## config.mk

```make
export PLATFORM = sky130hd
export DESIGN_NAME = fir_mac_sched
export DESIGN_NICKNAME = d
export VERILOG_FILES = /design/src/rtl/fir_pkg.sv /design/src/rtl/tap_cnt.sv /design/src/rtl/fir_mac_sched.sv
export SDC_FILE = /design/constraint.sdc
export NUM_CORES = 1
export LEC_CHECK = 0
export CAP_MARGIN = 40
export CORE_MARGIN = 3
export CORE_UTILIZATION = 44
export CTS_CLUSTER_SIZE = 14
export DETAILED_ROUTE_END_ITERATION = 12
export GPL_ROUTABILITY_DRIVEN = 0
export GPL_TIMING_DRIVEN = 0
export HOLD_SLACK_MARGIN = 0.06
export PLACE_DENSITY_LB_ADDON = 0.08
export SYNTH_ARGS = -nofsm -noshare
export SYNTH_HDL_FRONTEND = slang
export SYNTH_SLANG_ARGS = --single-unit
```

## constraint.sdc

```tcl
create_clock -name clk -period 1.8 [get_ports clk]
set_input_delay 0.27 -clock clk [delete_from_list [all_inputs] [get_ports clk]]
set_output_delay 0.27 -clock clk [all_outputs]
set_load 0.05 [all_outputs]
```

## src/rtl/fir_pkg.sv

```systemverilog
// Shared definitions for the FIR MAC scheduler: default sizing and FSM encoding.
package fir_pkg;

  localparam int unsigned NTAPS_DEF  = 64;
  localparam int unsigned ADDR_W_DEF = 6;

  typedef enum logic [1:0] {
    IDLE = 2'd0,
    RUN  = 2'd1,
    DONE = 2'd2
  } state_t;

endpackage

```

## src/rtl/tap_cnt.sv

```systemverilog
// Tap address counter: synchronous clear, count enable, terminal count at NTAPS-1.
module tap_cnt #(
  parameter int unsigned NTAPS  = 64,
  parameter int unsigned ADDR_W = 6
) (
  input  logic              clk,
  input  logic              rst_n,
  input  logic              i_clr,
  input  logic              i_en,
  output logic [ADDR_W-1:0] o_cnt,
  output logic              o_tc
);

  localparam logic [ADDR_W-1:0] LAST = ADDR_W'(NTAPS - 1);

  logic [ADDR_W-1:0] r_cnt;

  // Counter register: clear has priority over enable.
  always_ff @(posedge clk or negedge rst_n) begin
    if (!rst_n) begin
      r_cnt <= '0;
    end else if (i_clr) begin
      r_cnt <= '0;
    end else if (i_en) begin
      r_cnt <= r_cnt + ADDR_W'(1);
    end
  end

  assign o_cnt = r_cnt;
  assign o_tc  = (r_cnt == LAST);

endmodule

```

## src/rtl/fir_mac_sched.sv

```systemverilog
// Two-channel FIR MAC scheduler: round-robin grant of L/R sample requests onto one
// shared multiplier, stepping NTAPS coefficient addresses per pass.
module fir_mac_sched
  import fir_pkg::*;
#(
  parameter int unsigned NTAPS  = NTAPS_DEF,
  parameter int unsigned ADDR_W = ADDR_W_DEF
) (
  input  logic              clk,
  input  logic              reset,
  input  logic              x_valid_l,
  input  logic              x_valid_r,
  input  logic              rising_tone,
  input  logic              ovr_clr,
  output logic [ADDR_W-1:0] tap_addr,
  output logic              ch_sel,
  output logic              coef_bank,
  output logic              acc_clr,
  output logic              acc_en,
  output logic              y_en_l,
  output logic              y_en_r,
  output logic              busy,
  output logic [1:0]        overrun
);

  state_t      r_state;
  state_t      w_state_nxt;
  logic        r_pend_l;
  logic        r_pend_r;
  logic        r_last_ch;
  logic        r_ch_sel;
  logic        r_coef_bank;
  logic [1:0]  r_overrun;
  logic        w_gnt;
  logic        w_gnt_ch;
  logic        w_gnt_l;
  logic        w_gnt_r;
  logic [1:0]  w_ovr_set;
  logic        w_tc;
  logic        w_cnt_clr;
  logic        w_cnt_en;
  logic [ADDR_W-1:0] w_cnt;

  // Counter only runs in RUN; clearing on terminal count leaves it at 0 through DONE.
  assign w_cnt_en  = (r_state == RUN);
  assign w_cnt_clr = (r_state != RUN) || w_tc;

  tap_cnt #(
    .NTAPS  (NTAPS),
    .ADDR_W (ADDR_W)
  ) u_tap_cnt (
    .clk   (clk),
    .rst_n (reset),
    .i_clr (w_cnt_clr),
    .i_en  (w_cnt_en),
    .o_cnt (w_cnt),
    .o_tc  (w_tc)
  );

  // Next-state and grant decision; on a tie the channel opposite last_ch wins.
  always_comb begin
    w_state_nxt = r_state;
    w_gnt       = 1'b0;
    w_gnt_ch    = 1'b0;
    case (r_state)
      IDLE: begin
        if (r_pend_l || r_pend_r) begin
          w_gnt       = 1'b1;
          w_gnt_ch    = r_pend_r && (!r_pend_l || !r_last_ch);
          w_state_nxt = RUN;
        end
      end
      RUN: begin
        if (w_tc) begin
          w_state_nxt = DONE;
        end
      end
      DONE: begin
        w_state_nxt = IDLE;
      end
      default: begin
        w_state_nxt = IDLE;
      end
    endcase
  end

  assign w_gnt_l = w_gnt && !w_gnt_ch;
  assign w_gnt_r = w_gnt &&  w_gnt_ch;

  // A strobe only overruns if its pending bit survives this edge.
  assign w_ovr_set[0] = x_valid_l && r_pend_l && !w_gnt_l;
  assign w_ovr_set[1] = x_valid_r && r_pend_r && !w_gnt_r;

  // FSM state register.
  always_ff @(posedge clk or negedge reset) begin
    if (!reset) begin
      r_state <= IDLE;
    end else begin
      r_state <= w_state_nxt;
    end
  end

  // Pending requests, arbitration history, per-pass latches and sticky overrun flags.
  always_ff @(posedge clk or negedge reset) begin
    if (!reset) begin
      r_pend_l    <= 1'b0;
      r_pend_r    <= 1'b0;
      r_last_ch   <= 1'b1;
      r_ch_sel    <= 1'b0;
      r_coef_bank <= 1'b0;
      r_overrun   <= '0;
    end else begin
      r_pend_l  <= x_valid_l || (r_pend_l && !w_gnt_l);
      r_pend_r  <= x_valid_r || (r_pend_r && !w_gnt_r);
      r_overrun <= w_ovr_set | (r_overrun & {2{!ovr_clr}});
      if (w_gnt) begin
        r_last_ch   <= w_gnt_ch;
        r_ch_sel    <= w_gnt_ch;
        r_coef_bank <= rising_tone;
      end
    end
  end

  assign tap_addr  = w_cnt;
  assign ch_sel    = r_ch_sel;
  assign coef_bank = r_coef_bank;
  assign acc_en    = (r_state == RUN);
  assign acc_clr   = (r_state == RUN) && (w_cnt == '0);
  assign y_en_l    = (r_state == DONE) && !r_ch_sel;
  assign y_en_r    = (r_state == DONE) &&  r_ch_sel;
  assign busy      = (r_state != IDLE);
  assign overrun   = r_overrun;

endmodule

```

==> results of run 1 <==
layout make-up:
type / instances / share of cell area
Sequential cell: 15 / 0.397
Multi-Input combinational cell: 45 / 0.317
Timing Repair Buffer: 22 / 0.210
Inverter: 7 / 0.0277
Clock buffer: 3 / 0.0237
Tap cell: 15 / 0.0198
Clock inverter: 1 / 0.00528
cells by family after synthesis:
| logic type | share of synthesized area |
|---|---|
| fa+ha+maj | 0.0366 |
| simple gates | 0.192 |
| buf+inv | 0.0385 |
| xor+xnor | 0.0385 |
| flops | 0.551 |
| compound gates | 0.126 |
| mux | 0.0165 |
sequential cells by signal (all words and copies together) (netlist names):
| signal | count |
|---|---|
| overrun | 2 |
| r_last_ch | 1 |
| ch_sel | 1 |
| u_tap_cnt.o_cnt | 6 |
| r_pend_r | 1 |
| coef_bank | 1 |
| r_pend_l | 1 |
| r_state | 2 |
cell usage in the layout, fill, tap and decap left out, types with 2 or more instances in the layout:
cell,instances
sky130_fd_sc_hd__dfrtp_1,14
sky130_fd_sc_hd__nor2_1,8
sky130_fd_sc_hd__clkdlybuf4s50_1,8
sky130_fd_sc_hd__dlygate4sd2_1,8
sky130_fd_sc_hd__inv_1,5
sky130_fd_sc_hd__o21ai_0,5
sky130_fd_sc_hd__a21oi_1,5
sky130_fd_sc_hd__nand3_1,3
sky130_fd_sc_hd__clkbuf_4,3
sky130_fd_sc_hd__nand2_1,2
sky130_fd_sc_hd__inv_2,2
sky130_fd_sc_hd__xor2_1,2
sky130_fd_sc_hd__ha_1,2
sky130_fd_sc_hd__buf_4,2
stage by stage:
stage               utilization  power [mW]
finish                    0.686       0.593
global route              0.686       0.619
CTS                       0.687       0.605
detailed placement        0.664       0.412
global placement          0.664       0.411
floorplan                     -       0.382
worst min path at each step:
stage | cells past startpoint | slack (ns) | end
2_1_floorplan | 0 | -0.03 | ch_sel
3_3_place_gp | 1 | 0.49 | coef_bank
3_5_place_dp | 1 | 0.50 | coef_bank
4_1_cts | 1 | 0.38 | r_pend_r
5_1_grt | 1 | 0.40 | r_pend_r
6_report | 1 | 0.37 | r_pend_r
timing repair:
| action | CTS | global route |
|---|---|---|
| buffers inserted | 2 | 0 |
| hold buffers | 0 | 0 |
| resized for setup | 22 | 5 |
| endpoints found under the setup margin | 11 | 4 |
where the power goes:
group | leakage (nW) | internal, mW | switching, mW | total [mW]
sequential | 0.171 | 0.344 | 0.00428 | 0.348
clock | 0.0177 | 0.0827 | 0.106 | 0.189
combinational | 0.243 | 0.0223 | 0.0333 | 0.0556
total | 0.431 | 0.449 | 0.144 | 0.593
routing by layer:
| metal | share of wire | GRT usage | up-vias |
|---|---|---|---|
| li1 | - | - | 286 |
| met5 | 0 | 0 | - |
| met4 | 0.013 | 0.0702 | 0 |
| met1 | 0.48 | 0.196 | 245 |
| met2 | 0.45 | 0.231 | 13 |
| met3 | 0.061 | 0.0751 | 3 |
==> out/results.txt, run 1 <==
The endpoint of the worst setup timing path was acc_clr. The placement-stage worst setup slack is -0.553 ns, and the largest stage delay on the critical path is 0.46 ns. The critical path is of the flip-flop to output port type. The logic depth of the worst register-to-register path came out at 5. Hold is met by 0.373 ns. The transition time at the pin with the least slew margin came out at 0.648 ns. The area growth from synthesis to final layout is 38.8%.

The total area of multi-input combinational cells was 300 um2; the total negative slack was -0.172 ns. Count of boundary I/O pins: 21. The final reports fail on negative setup slack.

The share of the synthesized area in the top cell type is 0.513, and the count of buffers from port buffering is 20. The count of placed standard cells including taps is 102. The final layout contains 102 nets. The die outline width works out to 45.4 um.

Global-route usage over all layers: 0.158. Yosys attributes the largest share of cell area to sky130_fd_sc_hd__dfrtp_1, sky130_fd_sc_hd__nor2_1, sky130_fd_sc_hd__dfstp_2. The setup clock skew after layout came out at 0.00677 ns.

The row count came out at 13. The logs give 0 for the count of maximum capacitance violations and 0.494 for the effective utilization at floorplan. Entering global routing, the biggest net connects 16 pins. The mapped netlist covers 683 um2. The type of the worst min-delay path was input pin to asynchronous set/reset pin. Synthesis produced a netlist with a net count of 75. CTS placed an instance of sky130_fd_sc_hd__clkbuf_4 at the clock tree root. The synthesized design spends more area on one cell type than any other, namely sky130_fd_sc_hd__dfrtp_1.

The number of warnings issued by yosys was 0; the die boundary height was 45.4 um. The run gives 0.551 as the register area share after synthesis. The die covers 0.00206 mm2. Once detail routing completed, the nets flagged for antenna violations numbered 0. Setup violations remaining at the end of the flow were counted as 2. Among cell families on the critical path, the largest total delay comes from simple AND/OR/NAND/NOR gates. The most instantiated library cell after synthesis is sky130_fd_sc_hd__dfrtp_1.

The critical path goes through inv_2 > ha_1 > or4b_4 > nor3_4 > buf_6. After routing the design area is 948 um2. The number of synthesized flops with an enable pin works out to 0.

The routed length per instance was 12.4 um; the sequential cell area in the final layout was 377 um2. The number of hold-slack violations in the final timing report was 0; the total placed instance area was 918 um2. For the worst setup path, the data arrival time is 1.66 ns.

The run finished, with violations left. The worst path in the final design needs a cycle of 1.93 ns, including I/O delays and setup. The number of antenna violations at the first check in global routing is 0.

The TritonCTS buffer count was 3; the mean post-synth cell area was 10.2 um2. Startpoint class of the critical path: a flip-flop. The core footprint came out at 0.00138 mm2.

The post-detailed-route DRC marker count is 0. TritonCTS built the clock tree. In this run the worst path has a maximum fanout of 2. Distinct cell type count after synthesis: 27. The share of flip-flops with an asynchronous set or reset after synthesis was 1.00; the total inserted antenna cells was 0. The final routed wirelength across all metal layers came out at 1340 um.

Data on the critical path is required at its endpoint by 1.53 ns. Across all register-to-register paths, the minimum setup slack is 0.37 ns. The number of stages on the worst setup path was 5. The leakage power summed over all cells was 0.431 nW; the total congestion overflow was 0.

The detailed placer's ending HPWL came out at 987 um. The smallest setup slack after layout came out at -0.128 ns. Sorting the synthesized cells by how often they occur yields sky130_fd_sc_hd__dfrtp_1, sky130_fd_sc_hd__nor2_1, sky130_fd_sc_hd__inv_1. The final max-slew violation count was 0; the critical path buffer and inverter count was 2.

The first-pass iteration count of the detailed router was 4; the upper clock frequency limit was 519 MHz. The sort of element at the end of the critical path was an output port. The clock passes through at most 2 buffers. Among all flip-flop cells after synthesis, the most frequent one is sky130_fd_sc_hd__dfrtp_1. The number of fill cells was 121; the fraction of layout cells with a size suffix above 1 was 0.194. The startpoint identified for the worst register-to-register timing path is u_tap_cnt.o_cnt[0].

The final clock period utilization by the worst path is 1.07, and the relative max-transition margin is 0.566. The number of global-route vias before repair came out at 537. Setup repair after global routing could not meet its margin everywhere. In this run, synthesis produced a sequential element count of 15. The source-to-sink clock delay at the later pin of the worst-skew pair is 0.29 ns. For this design, the slowest cell found on the critical path is sky130_fd_sc_hd__or4b_4.

The logs give 547 for the total number of vias and 108 for the number of cells in the finished layout apart from fillers. The tools report the origin of the worst setup path as u_tap_cnt.o_cnt[0]. After clock tree synthesis, the clock-pin slew on the worst setup and hold paths is 0.09 ns. Power spread over the standard cell area amounts to 625 mW/mm2. The tools report the largest vdd supply drop as 0.000578 V. The worst register-to-register path ends at u_tap_cnt.o_cnt[1]. The clock net sink count was 15. The number of H-tree branching levels is 1, and the number of DRC violations after detailed-routing iteration 0 is 6. The gate count of the mapped netlist is 67, and the via density per instance is 5.06. The first global-routing pass estimated 2260 um of wire.
Power figures use the tool's default switching activity.
==> run 2, diff against run 1 <==
--- a/config.mk
+++ b/config.mk
@@ -6,10 +6,11 @@
 export NUM_CORES = 1
 export LEC_CHECK = 0
 export CAP_MARGIN = 40
-export CORE_MARGIN = 3
-export CORE_UTILIZATION = 44
+export CORE_AREA = 3 3 40 42
 export CTS_CLUSTER_SIZE = 14
 export DETAILED_ROUTE_END_ITERATION = 12
+export DIE_AREA = 0 0 43 45
+export DONT_BUFFER_PORTS = 1
 export GPL_ROUTABILITY_DRIVEN = 0
 export GPL_TIMING_DRIVEN = 0
 export HOLD_SLACK_MARGIN = 0.06
==> out/results.txt, run 2 (synthesis gave the netlist of run 1 again) <==
The flow ran to the end, but the final reports show violations. The checks that failed: negative setup slack. The via density per instance works out to 5.77 (+14%). The number of global-route vias before repair was 496 (-7.6%).

The run gives 0.578 mW (-2.6%) as the total power of the final layout. The count of buffers from port buffering is 0 (-100%). The total negative slack was -0.447 ns (-0.276 ns); the post-CTS clock slew at the launch and capture registers of the worst setup and hold paths was 0.09 ns (about the same). The final max-slew violation count is 0 (unchanged). The final clock period utilization by the worst path is 1.25 (+0.177), and the clock net sink count is 15 (unchanged).

Count of placed standard cells including taps: 82 (-20%). The die boundary height works out to 45 um (-0.89%). The transition time at the pin with the least slew margin was 0.640 ns (-0.00794 ns).

The critical path data arrival time came out at 1.98 ns (+0.32 ns). The run gives 1300 um (-2.7%) as the final routed wirelength across all metal layers. The tools report the number of cells in the finished layout apart from fillers as 87 (-19%).

The count of maximum capacitance violations was 0 (unchanged). For hold timing, the worst endpoint is overrun[0]. The logic depth of the worst register-to-register path is 4 (-1), and the total inserted antenna cells is 0 (unchanged). The reg-to-reg endpoint was overrun[0]. For the core footprint, the log shows 0.00128 mm2 (-7.1%). Total congestion overflow: 0 (unchanged). The tools report the startpoint class of the critical path as a flip-flop. The smallest setup slack after layout is -0.447 ns (-0.319 ns), and the fraction of the core area covered by cells at the end of the flow is 0.613 (-0.0725). The startpoint identified for the worst hold timing path is ovr_clr. The number of setup buffers added after CTS was 0 (-2). The library cells used most frequently in the layout, excluding fill and tap cells, are sky130_fd_sc_hd__dfrtp_1, sky130_fd_sc_hd__nor2_1, sky130_fd_sc_hd__o21ai_0, sky130_fd_sc_hd__a21oi_1. For the number of DRC violations after detailed-routing iteration 0, the log shows 11 (+5). The TritonCTS buffer count is 3 (unchanged). The most critical setup path has its startpoint at u_tap_cnt.o_cnt[1]. The worst hold slack after final layout was 0.0756 ns (-0.297 ns); the source-to-sink clock delay at the later pin of the worst-skew pair was 0.28 ns (about the same). The run gives 0 (unchanged) as the post-detailed-route DRC marker count.

The floorplan die area was 0.00194 mm2 (-6.1%); the number of H-tree branching levels was 1 (unchanged). The routed length per instance came out at 14.9 um (+21%). The worst setup slack for register-to-register paths was 0.11 ns (-0.26 ns). The fraction of layout cells with a size suffix above 1 is 0.264 (+0.0703), and the die outline width is 43 um (-5.3%). The library cell used most frequently in the layout, excluding fill and tap cells, is sky130_fd_sc_hd__dfrtp_1. STA classifies the critical path endpoint as an output port. For the largest vdd supply drop, the log shows 0.000411 V (-29%).

The tree is rooted in a sky130_fd_sc_hd__clkbuf_4. The leakage power summed over all cells is 0.311 nW (-28%). Type of the worst min-delay path: input pin to flip-flop. The count of boundary I/O pins was 21 (unchanged); the number of flip-flops in the largest register was 6 (unchanged).

The detailed placer's ending HPWL came out at 966 um (-2.1%). The startpoint of the lowest-slack register-to-register path was r_state[0]. The worst-path maximum fanout was 5 (+3); the number of buffers on the longest clock path was 2 (unchanged). The antenna violation net count after detailed routing came out at 0 (unchanged).

Setup repair after global routing could not meet its margin everywhere. The logs give 0.532 (+0.0375) for the effective utilization at floorplan and 502 (-8.2%) for the total number of vias. TritonCTS built the clock tree.

The tools report the global-route wire length before repair as 2240 um (-0.93%). For the first-pass iteration count of the detailed router, the log shows 3 (-1). The worst path required time was 1.53 ns (about the same); the final setup violation count was 1 (-1).

The row count came out at 13 (unchanged). The upper clock frequency limit came out at 445 MHz (-14%). Global-route usage over all layers: 0.159 (+0.00112).

The critical path is of the flip-flop to output port type. The number of stages on the worst hold path is 1. The number of hold-slack violations in the final timing report was 0 (unchanged). The time the worst path needs with I/O delays and setup is 2.25 ns (+0.319 ns), and the area growth from synthesis to final layout is 15.4%.

The power per unit of standard cell area is 733 mW/mm2 (+17%), and the number of antenna violations at the first check in global routing is 0 (unchanged). The net count of the finished layout is 81 (-21%). The pin count of the biggest net entering global routing was 16 (unchanged). The run gives 0.572 (+0.00524) as the relative max-transition margin.

The setup clock skew after layout is 0.00248 ns (-0.00429 ns).
[run 2: worst max-delay path, stage by stage, from the launching register on]
cell,delay [ns]
sky130_fd_sc_hd__dfrtp_2,0.55
sky130_fd_sc_hd__inv_2,0.13
sky130_fd_sc_hd__ha_4,0.12
sky130_fd_sc_hd__or4b_4,0.46
sky130_fd_sc_hd__nor3_4,0.44
[run 2: layout make-up]
type | count | area [um2]
clock buffer | 4 | 26.3
inverter | 7 | 30.0
timing repair buffer | 1 | 10.0
sequential | 15 | 382
tap | 15 | 18.8
fill | 112 | 497
multi-input combinational | 45 | 322
[run 2: how the worst max path moves through the flow]
stage	slack [ns]	endpoint	cells past startpoint
floorplan	-0.22	acc_clr	4
global placement	-0.27	acc_clr	4
detailed placement	-0.29	acc_clr	4
CTS	-0.50	acc_clr	4
global route	-0.51	acc_clr	4
finish	-0.45	acc_clr	4
[run 2: routing by layer]
metal,up-vias,GRT usage,share of wire
met5,-,0,0
met4,0,0.0723,0.015
met3,2,0.0438,0.051
met2,12,0.251,0.48
met1,246,0.206,0.45
li1,242,-,-
[run 2: repair_timing]
item                                    in CTS  in global routing
hold buffers                                 1                  0
cloned                                       0                  0
gates resized for setup                      8                  4
pin swaps                                    1                  2
endpoints found under the setup margin       4                  2
endpoints found under the hold margin       15                  0
[run 2: stage by stage]
step	setup slack, ns	instance area, um2
CTS	-0.500	769
global placement	-0.273	718
finish	-0.447	788
floorplan	-0.225	699
global route	-0.510	788
detailed placement	-0.288	718
[run 2: where the power goes]
group	switching [mW]	internal [mW]	total, mW	leakage (nW)
clock network	0.106	0.0860	0.192	0.0150
registers	0.0255	0.344	0.370	0.164
logic	0.0103	0.00577	0.0161	0.131
